==> config.mk <==
export PLATFORM = sky130hd
export DESIGN_NAME = smpc_port_scan
export DESIGN_NICKNAME = d
export VERILOG_FILES = /design/src/rtl/smpc_port_scan.sv
export SDC_FILE = /design/constraint.sdc
export NUM_CORES = 1
export LEC_CHECK = 0
export CAP_MARGIN = 5
export CORE_ASPECT_RATIO = 1.2
export CORE_MARGIN = 2
export CORE_UTILIZATION = 53
export DETAILED_ROUTE_END_ITERATION = 12
export PLACE_DENSITY = 0.85
export SKIP_LAST_GASP = 1
export SYNTH_ARGS = -nofsm -noshare
export SYNTH_HDL_FRONTEND = slang
export SYNTH_SLANG_ARGS = --single-unit
==> constraint.sdc <==
create_clock -name CLK -period 4.6 [get_ports CLK]
set_input_delay 0.69 -clock CLK [delete_from_list [all_inputs] [get_ports CLK]]
set_output_delay 0.69 -clock CLK [all_outputs]
set_load 0.1 [all_outputs]
==> src/rtl/smpc_port_scan.sv <==
// smpc_port_scan: SMPC peripheral-port scan sequencer.
//
// When a scan is requested, the TH/TR select lines of both controller ports
// step through the four select codes 00, 01, 10 and 11. After each code has
// been driven for SETTLE CE ticks, the returned data nibble is sampled. A port
// whose phase-3 nibble ID bits [2:0] read 3'b100 is reported as a standard
// digital pad, and its 16-bit button word is published.
//
// Ports:
//   CLK, RST        clock; synchronous active-high reset
//   CE              clock enable; sequencing advances only on CE ticks
//   REQ             start scan (accepted in IDLE on a CE tick)
//   ABORT           cancel scan on any CLK edge; beats REQ
//   PORT_EN[1:0]    per-port enable, latched when REQ is accepted
//   P1I/P2I[6:0]    port pins in; [3:0] is the data nibble
//   P1O/P2O[6:0]    port drive; [6]=TH, [5]=TR
//   P1OE/P2OE[6:0]  port output enables; [6:5] follow the latched enable
//   PAD1/PAD2[15:0] published button words (active-low, 16'hFFFF if absent)
//   PRES[1:0]       standard pad present per port
//   BUSY            high outside IDLE
//   DONE            one-CLK pulse when results are published
module smpc_port_scan #(
   parameter int unsigned SETTLE = 8
) (
   input  logic        CLK,
   input  logic        RST,
   input  logic        CE,
   input  logic        REQ,
   input  logic        ABORT,
   input  logic [1:0]  PORT_EN,
   input  logic [6:0]  P1I,
   input  logic [6:0]  P2I,
   output logic [6:0]  P1O,
   output logic [6:0]  P1OE,
   output logic [6:0]  P2O,
   output logic [6:0]  P2OE,
   output logic [15:0] PAD1,
   output logic [15:0] PAD2,
   output logic [1:0]  PRES,
   output logic        BUSY,
   output logic        DONE
);

   typedef enum logic [1:0] {
      ST_IDLE,
      ST_SETTLE,
      ST_FINISH
   } state_t;

   localparam logic [7:0] RELOAD = 8'(SETTLE - 1);

   state_t      state_q, state_d;
   logic [1:0]  ph_q, ph_d;
   logic [7:0]  cnt_q, cnt_d;
   logic [1:0]  sel_q, sel_d;
   logic [1:0]  en_q, en_d;
   logic [15:0] sh1_q, sh1_d;
   logic [15:0] sh2_q, sh2_d;
   logic [15:0] pad1_q, pad1_d;
   logic [15:0] pad2_q, pad2_d;
   logic [1:0]  pres_q, pres_d;
   logic        done_q, done_d;

   // Only the data nibble of each port is used; the upper pins are ignored.
   logic unused_pins;
   assign unused_pins = ^{P1I[6:4], P2I[6:4]};

   always_comb begin
      state_d = state_q;
      ph_d    = ph_q;
      cnt_d   = cnt_q;
      sel_d   = sel_q;
      en_d    = en_q;
      sh1_d   = sh1_q;
      sh2_d   = sh2_q;
      pad1_d  = pad1_q;
      pad2_d  = pad2_q;
      pres_d  = pres_q;
      done_d  = 1'b0;

      if (ABORT) begin
         // Abort ignores CE and leaves the published results untouched.
         state_d = ST_IDLE;
         sel_d   = 2'b11;
         ph_d    = '0;
         cnt_d   = '0;
      end else if (CE) begin
         case (state_q)
            ST_IDLE: begin
               if (REQ) begin
                  en_d    = PORT_EN;
                  ph_d    = '0;
                  sel_d   = 2'b00;
                  cnt_d   = RELOAD;
                  state_d = ST_SETTLE;
               end
            end
            ST_SETTLE: begin
               if (cnt_q != '0) begin
                  cnt_d = cnt_q - 8'd1;
               end else begin
                  // Phase 0 ends up in [15:12], phase 3 in [3:0].
                  sh1_d = {sh1_q[11:0], P1I[3:0]};
                  sh2_d = {sh2_q[11:0], P2I[3:0]};
                  if (ph_q == 2'd3) begin
                     state_d = ST_FINISH;
                  end else begin
                     ph_d  = ph_q + 2'd1;
                     sel_d = ph_q + 2'd1;
                     cnt_d = RELOAD;
                  end
               end
            end
            ST_FINISH: begin
               // sh[2:0] holds the ID bits of the phase-3 nibble.
               if (en_q[0] && (sh1_q[2:0] == 3'b100)) begin
                  pad1_d    = sh1_q;
                  pres_d[0] = 1'b1;
               end else begin
                  pad1_d    = '1;
                  pres_d[0] = 1'b0;
               end
               if (en_q[1] && (sh2_q[2:0] == 3'b100)) begin
                  pad2_d    = sh2_q;
                  pres_d[1] = 1'b1;
               end else begin
                  pad2_d    = '1;
                  pres_d[1] = 1'b0;
               end
               sel_d   = 2'b11;
               ph_d    = '0;
               done_d  = 1'b1;
               state_d = ST_IDLE;
            end
            default: begin
               state_d = ST_IDLE;
               sel_d   = 2'b11;
            end
         endcase
      end
   end

   always_ff @(posedge CLK) begin
      if (RST) begin
         state_q <= ST_IDLE;
         ph_q    <= '0;
         cnt_q   <= '0;
         sel_q   <= 2'b11;
         en_q    <= '0;
         sh1_q   <= '0;
         sh2_q   <= '0;
         pad1_q  <= '1;
         pad2_q  <= '1;
         pres_q  <= '0;
         done_q  <= 1'b0;
      end else begin
         state_q <= state_d;
         ph_q    <= ph_d;
         cnt_q   <= cnt_d;
         sel_q   <= sel_d;
         en_q    <= en_d;
         sh1_q   <= sh1_d;
         sh2_q   <= sh2_d;
         pad1_q  <= pad1_d;
         pad2_q  <= pad2_d;
         pres_q  <= pres_d;
         done_q  <= done_d;
      end
   end

   assign P1O  = {sel_q, 5'b0};
   assign P2O  = {sel_q, 5'b0};
   assign P1OE = {{2{en_q[0]}}, 5'b0};
   assign P2OE = {{2{en_q[1]}}, 5'b0};
   assign PAD1 = pad1_q;
   assign PAD2 = pad2_q;
   assign PRES = pres_q;
   assign BUSY = (state_q != ST_IDLE);
   assign DONE = done_q;

endmodule

### Word level (Yosys, flattened, before mapping)

Cells that the tools add are included.

* add/subtract/negate cells: 2
* $mul: 0
* divide/modulo/power cells: 0
* $lt $le $gt $ge: 0
* eq/ne operators: 10
* shifts and indexed selects: 0
* multiplexer cells: 18
* bitwise gates (word level): 3
* reductions and logical operators: 16

Operators by type and width (number)
* $mux 16: 2
* $mux 8: 3
* $reduce_and 4->1: 5
* $pmux 8 s2: 1
* $mux 2: 6
* $ne 2x2->1 const B: 4
* $pmux 2 s2: 2
* $reduce_bool 8->1: 1
* $sub 8x1->8 const B: 1
* $eq 3x3->1 const B: 2
* $pmux 2 s3: 1
* $reduce_and 5->1: 1
* $eq 2x2->1 const B: 2
* $reduce_bool 2->1: 2
* $mux 1: 3
* $ne 3x3->1 const B: 1
* $not 1->1: 3
* $reduce_and 3->1: 1
* $reduce_bool 3->1: 1
* $reduce_or 3->1: 1
* $add 2x1->2 const B: 1
* $eq 2x1->1 const B: 1
* $logic_and 1x1->1: 2
* $logic_not 2->1: 1
* $reduce_or 2->1: 1

* register bits after elaboration: 83
* latch bits: 0
* memory bits (writable): 0
* memory bits (read-only): 0
* output and inout port bits: 64
* logic and storage cells: 60
* memories: 0

### Depth between registers and ports, before layout

Gate-level depths: netlist (run 1).

* depth in word-level cells: 4
* gate-level depth with buffers: 7

### Least setup slack after synthesis (run 1)

Ideal clock, no wire load.

* kind: reg-to-output
* start: reg en_q[0]
* end: out P1OE[6]
* arrival time: 1.405 ns
* required time: 3.910 ns
* slack: 2.505 ns
* cell stages (with the launch flop): 2
* path buffers: 1
* cells stage by stage: dfxtp_1 buf_4

RTL lines
* start, declared: line 56 `logic [1:0] en_q, en_d;`
* start signal, assigned: line 161 `en_q <= en_d;`
* end, declared: line 34 `output logic [6:0] P1OE,`

No word-level cell between the ends.

### Worst setup path after layout (run 1)

* start: reg state_q[0]
* end: out BUSY

* longest elaborated chain between the ends: 1

Ends and longest elaborated chain
* start, declared: line 52 `state_t state_q, state_d;`
* start signal, assigned: line 157 `state_q <= state_d;`
* $reduce_bool 2->1: line 178 `assign BUSY = (state_q != ST_IDLE);`
* end, declared: line 40 `output logic BUSY,`

Every way passes these cells.

==> reports/qor.csv, run 1 <==
stage,metric,value,unit
floorplanning,core_area,6370,sq um
timing,rsz0062_at_grt,false,
cts,postCtsSetupBuffers,0,
timing,max_freq,0.346,GHz
synth,ys_ff_latch,83,
timing,slew_headroom,32.3,%
outcome,status,finished clean,
cts,cts_buffers,9,
worst_setup_path,r2r_setup_slack,2.24,ns
layout,area_growth,20.6,%
min_path,min_to,PAD1[2]$_SDFFE_PP1P_,
power_and_ir_drop,combPwrFrac,12.1,%
synth,avgSynthCellArea,9.59,sq um
cts,htreeDepth,3,
route,drt_pre_antenna_iters,4,
cts,ctsResizeCount,0,
synth,ys_warn_count,0,
power_and_ir_drop,clkPwrFrac,37.3,%
synth,synth_area_leaders,"dfxtp_1, mux2i_1, nand2b_1",
synth,synthCells,359,
flow_run,drv_cap,0,
worst_setup_path,crit_type,flop to output port,
global_route,antenna_found_initial,0,
synth,ys_top_cells_by_count,"dfxtp_1, nor2_1, nand2b_1",
cts,clkTransAtPathRegs,0.08,ns
worst_setup_path,cp_slowest_cell,clkdlybuf4s50_1,
min_path,holdPathStages,1,
synth,synth_top_flop_cell,dfxtp_1,
placement,io_buffers,58,
route,drt_iter0_markers,157,
route,wl_per_cell,13.5,um
route,drc,0,
power_and_ir_drop,p_int,1.03,mW
worst_setup_path,required,3.91,ns
layout,layout.nets,429,
layout,utilization,65.2,%
global_route,grt_max_degree,72,
worst_setup_path,reg2reg_depth,4,
synth,async_reset_ff_share,0,%
power_and_ir_drop,power_leakage,1.80,nW
worst_setup_path,crit_arrival,2.20,ns
global_route,grt_pass1_wl,11.4,mm
power_and_ir_drop,switching_power,408,uW
min_path,hp-start,PAD1[2]$_SDFFE_PP1P_,
layout,fin_area,4150,sq um
power_and_ir_drop,power_density,346,nW/um^2
cts,clock_latency,0.34,ns
placement,place_ws,1.42,ns
timing,setup_ws,1.71,ns
timing,min_period_over_period,62.8,%
power_and_ir_drop,power,1.44,mW
global_route,overflow,0,
worst_setup_path,cp_cell_sequence,"or2_2, clkdlybuf4s50_1",
synth,synth_top_area_share,48.2,%
layout,antenna_cells,0,
route,final_antenna_net_count,0,
route,drt-total-wl,6.69,mm
worst_setup_path,path_max_fanout,13,
placement,gp_congestion,0.917,
placement,place_hpwl,4.49,mm
timing,setup_viol,0,
synth,synthDistinctLibCells,47,
worst_setup_path,cp-end-kind,output port,
floorplanning,initial_utilization,54.1,%
synth,synth_area,3440,sq um
cts,cts-hold-fix-buffers,0,
synth,yosys.area.top_type,dfxtp_1,
global_route,grt_usage,19.6,%
route,viasPerCell,5.37,
timing,worstMarginPinSlew,1.01,ns
synth,synth_edf_count,0,
placement,post_dp_cell_area,3940,sq um
floorplanning,die_w,77.6,um
global_route,first_global_vias,2536,
floorplanning,die_h,92.3,um
synth,synth.yosys.seq_area_share,48.2,%
power_and_ir_drop,ir_drop,0.305,mV
min_path,holdCritPathClass,flop to flop,
timing,final.setup_skew,0.00812,ns
worst_setup_path,cp-start-kind,flop,
cts,ctsLongestPathBuffers,2,
worst_setup_path,critPathMaxStageDelay,1.13,ns
cts,cts_tree,built,
cts,cts-root-buf,clkbuf_8,
floorplanning,ios,85,
timing,hold_viol_final,0,
timing,fin_tns_setup,0,ns
worst_setup_path,r2r-start,state_q[1]$_SDFFE_PP0P_,
power_and_ir_drop,netSwitchingFraction,28.4,%
floorplanning,rows,32,
floorplanning,die_area,7160,sq um
timing,timing.final.crit_period,2.89,ns
layout,drive_gt1_share,7.80,%
worst_setup_path,r2r_end,PAD2[12]$_SDFFE_PP1P_,
power_and_ir_drop,seqPwrFrac,50.6,%
route,vias,2659,
cts,cts.sinks,83,
timing,drv_slew,0,
synth,yosysMostFrequentCell,dfxtp_1,
power by group through the flow:
stage | Sequential, mW | Combinational, mW | Clock (mW)
floorplan | 0.754 | 0.151 | 0
global placement | 0.745 | 0.171 | 0
detailed placement | 0.745 | 0.173 | 0
CTS | 0.728 | 0.173 | 0.548
global route | 0.729 | 0.182 | 0.575
finish | 0.728 | 0.174 | 0.536
area by class of cell:
cell class | count | area [sq um]
clock buffers | 10 | 138
clock inverters | 6 | 71.3
fillers | 521 | 2210
inverters | 5 | 18.8
multi-input cells | 245 | 1560
flip-flops and latches | 83 | 1660
well taps | 85 | 106
repair buffers | 61 | 598
placed cells by master (no fill, tap or decap), types with 2 or more instances in the layout:
cell type	count
dfxtp_1	83
o21ai_0	7
o41ai_1	2
mux2i_1	34
nand2b_1	35
clkdlybuf4s50_1	57
nand2_1	6
conb_1	20
and2_1	2
nor2_1	42
clkinvlp_4	2
nand4_2	2
o22ai_1	26
a211oi_1	2
buf_4	3
o31ai_1	4
nand3_1	3
nand2_2	2
nor4_1	2
a21oi_1	18
inv_6	2
or3_1	6
nor3_1	3
clkbuf_8	10
o221ai_1	2
ha_1	3
or2_2	3
nand4_1	2
inv_1	5
worst max-delay path by stage:
stage | start | to | cells past startpoint
2_1_floorplan | en_q[0]$_SDFFE_PP0P_ | P1OE[6] | 1
3_3_place_gp | CE | PAD1[5]$_SDFFE_PP1P_ | 5
3_5_place_dp | CE | PAD2[12]$_SDFFE_PP1P_ | 5
4_1_cts | state_q[0]$_SDFFE_PP0P_ | BUSY | 2
5_1_grt | CE | PAD1[3]$_SDFFE_PP1P_ | 5
6_report | state_q[0]$_SDFFE_PP0P_ | BUSY | 2
flip-flops by register name, summed over array words and instances, names as in the netlist:
name and count:
PAD2 16, cnt_q 8, PRES 2, state_q 2, sel_q 2, en_q 2
PAD1 16, sh1_q 16, ph_q 2, sh2_q 16, DONE 1
kinds of logic after synthesis:
group | count (synthesis) | synth area share (%)
other | 1 | 0.109
adders and majority gates | 3 | 1.09
and+or+nand+nor | 120 | 19.7
AOI/OAI and AO/OA | 68 | 12.4
muxes | 34 | 9.88
buffers and inverters | 50 | 8.57
DFF | 83 | 48.2
through the flow:
stage	cells	hold WS [ns]
floorplan	378	0.445
CTS	495	0.459
global placement	479	0.431
finish	495	0.453
detailed placement	479	0.435
global route	495	0.487
critical path: cells and delay by family, from the launching register on:
| family | cells | cell delay (ns) |
|---|---|---|
| AND/OR/NAND/NOR | 1 | 0.18 |
| flip-flops | 1 | 0.54 |
| buffers and inverters | 1 | 1.13 |
metal layers:
layer / part of all wire, % / global-route usage, %
met1: 44 / 24.4
met2: 49 / 31.3
met3: 4.9 / 4.09
met4: 1.5 / 11.5
met5: 0 / 0
Note: power is estimated with default switching activity, not from simulation.
==> run 2: changes to the inputs <==
--- a/config.mk
+++ b/config.mk
@@ -8,9 +8,9 @@
 export CAP_MARGIN = 5
 export CORE_ASPECT_RATIO = 1.2
 export CORE_MARGIN = 2
-export CORE_UTILIZATION = 53
+export CORE_UTILIZATION = 49
 export DETAILED_ROUTE_END_ITERATION = 12
-export PLACE_DENSITY = 0.85
+export PLACE_DENSITY = 0.79
 export SKIP_LAST_GASP = 1
 export SYNTH_ARGS = -nofsm -noshare
 export SYNTH_HDL_FRONTEND = slang
==> constraint.sdc (replaced) <==
create_clock -name CLK -period 2.8 [get_ports CLK]
set_input_delay 0.42 -clock CLK [delete_from_list [all_inputs] [get_ports CLK]]
set_output_delay 0.42 -clock CLK [all_outputs]
set_load 0.1 [all_outputs]
==> reports/qor.csv, run 2 (synthesized netlist as in run 1, its figures left out) <==
stage,metric,value,unit,change
power_and_ir_drop,power_density,596,nW/um^2,+72%
placement,io_buffers,58,,unchanged
cts,cts.sinks,83,,unchanged
cts,clock_latency,0.35,ns,about the same
worst_setup_path,cp-start-kind,input port,,
timing,setup_viol,0,,unchanged
cts,cts-root-buf,clkbuf_8,,
layout,drive_gt1_share,19.1,%,+11 points
global_route,grt_usage,18.3,%,-1.3 points
timing,min_period_over_period,76.8,%,
placement,place_hpwl,4.64,mm,+3.2%
cts,ctsLongestPathBuffers,2,,unchanged
worst_setup_path,cp_slowest_cell,and4bb_1,,
global_route,grt_pass1_wl,10.9,mm,-4.1%
timing,rsz0062_at_grt,false,,
worst_setup_path,path_max_fanout,16,,+3
worst_setup_path,crit_type,input port to flop,,
worst_setup_path,crit_arrival,2.38,ns,+0.18 ns
layout,antenna_cells,0,,unchanged
floorplanning,core_area,6810,sq um,+7.0%
power_and_ir_drop,seqPwrFrac,49.0,%,-1.6 points
worst_setup_path,critPathMaxStageDelay,0.62,ns,-0.51 ns
route,drt_pre_antenna_iters,4,,unchanged
layout,area_growth,18.7,%,
cts,cts-hold-fix-buffers,0,,unchanged
timing,max_freq,0.465,GHz,
timing,fin_tns_setup,0,ns,unchanged
power_and_ir_drop,clkPwrFrac,39.2,%,+1.9 points
worst_setup_path,cp-end-kind,flop,,
route,drc,0,,unchanged
cts,cts_buffers,9,,unchanged
timing,timing.final.crit_period,2.15,ns,
timing,final.setup_skew,0.00763,ns,-0.000484 ns
floorplanning,rows,33,,+3.1%
power_and_ir_drop,netSwitchingFraction,27.1,%,-1.2 points
flow_run,drv_cap,0,,unchanged
power_and_ir_drop,ir_drop,0.327,mV,+7.3%
cts,htreeDepth,3,,unchanged
placement,place_ws,0.319,ns,-1.10 ns
timing,worstMarginPinSlew,0.568,ns,-0.444 ns
global_route,first_global_vias,2330,,-8.1%
layout,layout.nets,433,,+0.93%
route,viasPerCell,5.33,,-0.78%
cts,postCtsSetupBuffers,0,,unchanged
power_and_ir_drop,combPwrFrac,11.8,%,-0.3 points
layout,fin_area,4090,sq um,-1.5%
route,drt-total-wl,6.83,mm,+2.1%
layout,mostFrequentLayoutCells,"dfxtp_1, buf_4, nor2_1",,
floorplanning,ios,85,,unchanged
worst_setup_path,required,3.03,ns,-0.88 ns
timing,hold_viol_final,0,,unchanged
route,final_antenna_net_count,0,,unchanged
power_and_ir_drop,switching_power,662,uW,+62%
global_route,grt_max_degree,38,,-47%
global_route,overflow,0,,unchanged
power_and_ir_drop,p_int,1.78,mW,+73%
cts,clkTransAtPathRegs,0.08,ns,about the same
timing,setup_ws,0.651,ns,-1.06 ns
floorplanning,die_h,95.8,um,+3.8%
route,wl_per_cell,13.7,um,+1.0%
route,drt_iter0_markers,186,,+18%
floorplanning,initial_utilization,50.6,%,-3.5 points
outcome,status,finished clean,,
floorplanning,die_w,80.5,um,+3.8%
timing,slew_headroom,62.1,%,+30 points
min_path,holdCritPathClass,flop to flop,,
placement,post_dp_cell_area,3870,sq um,-2.0%
worst_setup_path,cp_cell_sequence,"clkdlybuf4s50_1, and4bb_1, nand4_2, o22ai_1, nand2b_1",,
global_route,antenna_found_initial,0,,unchanged
floorplanning,die_area,7720,sq um,+7.8%
route,vias,2665,,+0.23%
placement,gp_congestion,0.850,,-7.4%
layout,final_common_cell,dfxtp_1,,
power_and_ir_drop,power,2.44,mW,+70%
power_and_ir_drop,power_leakage,1.84,nW,+2.2%
cts,ctsResizeCount,0,,unchanged
timing,drv_slew,0,,unchanged
cts,cts_tree,built,,
==> run 2: cell count changes in the layout (fill, tap and decap cells not counted), sizes merged <==
cell           change
clkdlybuf4s50     -44
clkinvlp           -2
clkinv             +1
inv                -1
buf               +48
bufinv             +1
==> run 2: metrics by stage <==
step                hold WS, ns  util [%]  instances
detailed placement        0.437      56.7        485
global placement          0.432      56.7        485
global route              0.467      60.0        500
finish                    0.449      60.0        500
floorplan                 0.445         -        378
CTS                       0.459      60.0        500
==> run 2: critical path: cells and delay by family <==
kind | cells | cell delay, ns
AOI/OAI and AO/OA | 1 | 0.29
buffers and inverters | 1 | 0.48
and+or+nand+nor | 3 | 1.18
==> run 2: worst paths after layout <==
check / startpoint / end / slack [ns] / depth (start not counted)
max: ABORT / PAD2[8]$_SDFFE_PP1P_ / 0.65 / 5
min: PAD2[2]$_SDFFE_PP1P_ / PAD2[2]$_SDFFE_PP1P_ / 0.45 / 1
max reg2reg: state_q[1]$_SDFFE_PP0P_ / PAD2[8]$_SDFFE_PP1P_ / 0.72 / 4
min reg2reg: PAD2[2]$_SDFFE_PP1P_ / PAD2[2]$_SDFFE_PP1P_ / 0.45 / 1
==> run 2: cell type report <==
| type | count | area [sq um] |
|---|---|---|
| Fill cell | 617 | 2720 |
| Sequential cell | 83 | 1660 |
| Multi-Input combinational cell | 245 | 1560 |
| Timing Repair Buffer | 65 | 518 |
| Clock buffer | 10 | 138 |
| Tap cell | 87 | 109 |
| Clock inverter | 5 | 86.3 |
| Inverter | 5 | 18.8 |
==> run 2: per-layer routing <==
metal  global-route usage [%]  part of all wire [%]  up-vias  wire length, um
met5                        0                     0        -                0
met4                     7.34                   1.5        0              103
met2                     28.9                    49       72             3320
met1                     23.9                    45     1264             3070
met3                     4.69                   5.0        9              343
li1                         -                     -     1320                -
==> run 2: power by group through the flow <==
stage	Clock (mW)	Combinational, mW	Sequential (mW)
after floorplan	0	0.247	1.24
after global placement	0	0.283	1.22
after detailed placement	0	0.286	1.22
after CTS	0.974	0.287	1.20
after global routing	1.03	0.302	1.20
final	0.956	0.287	1.20
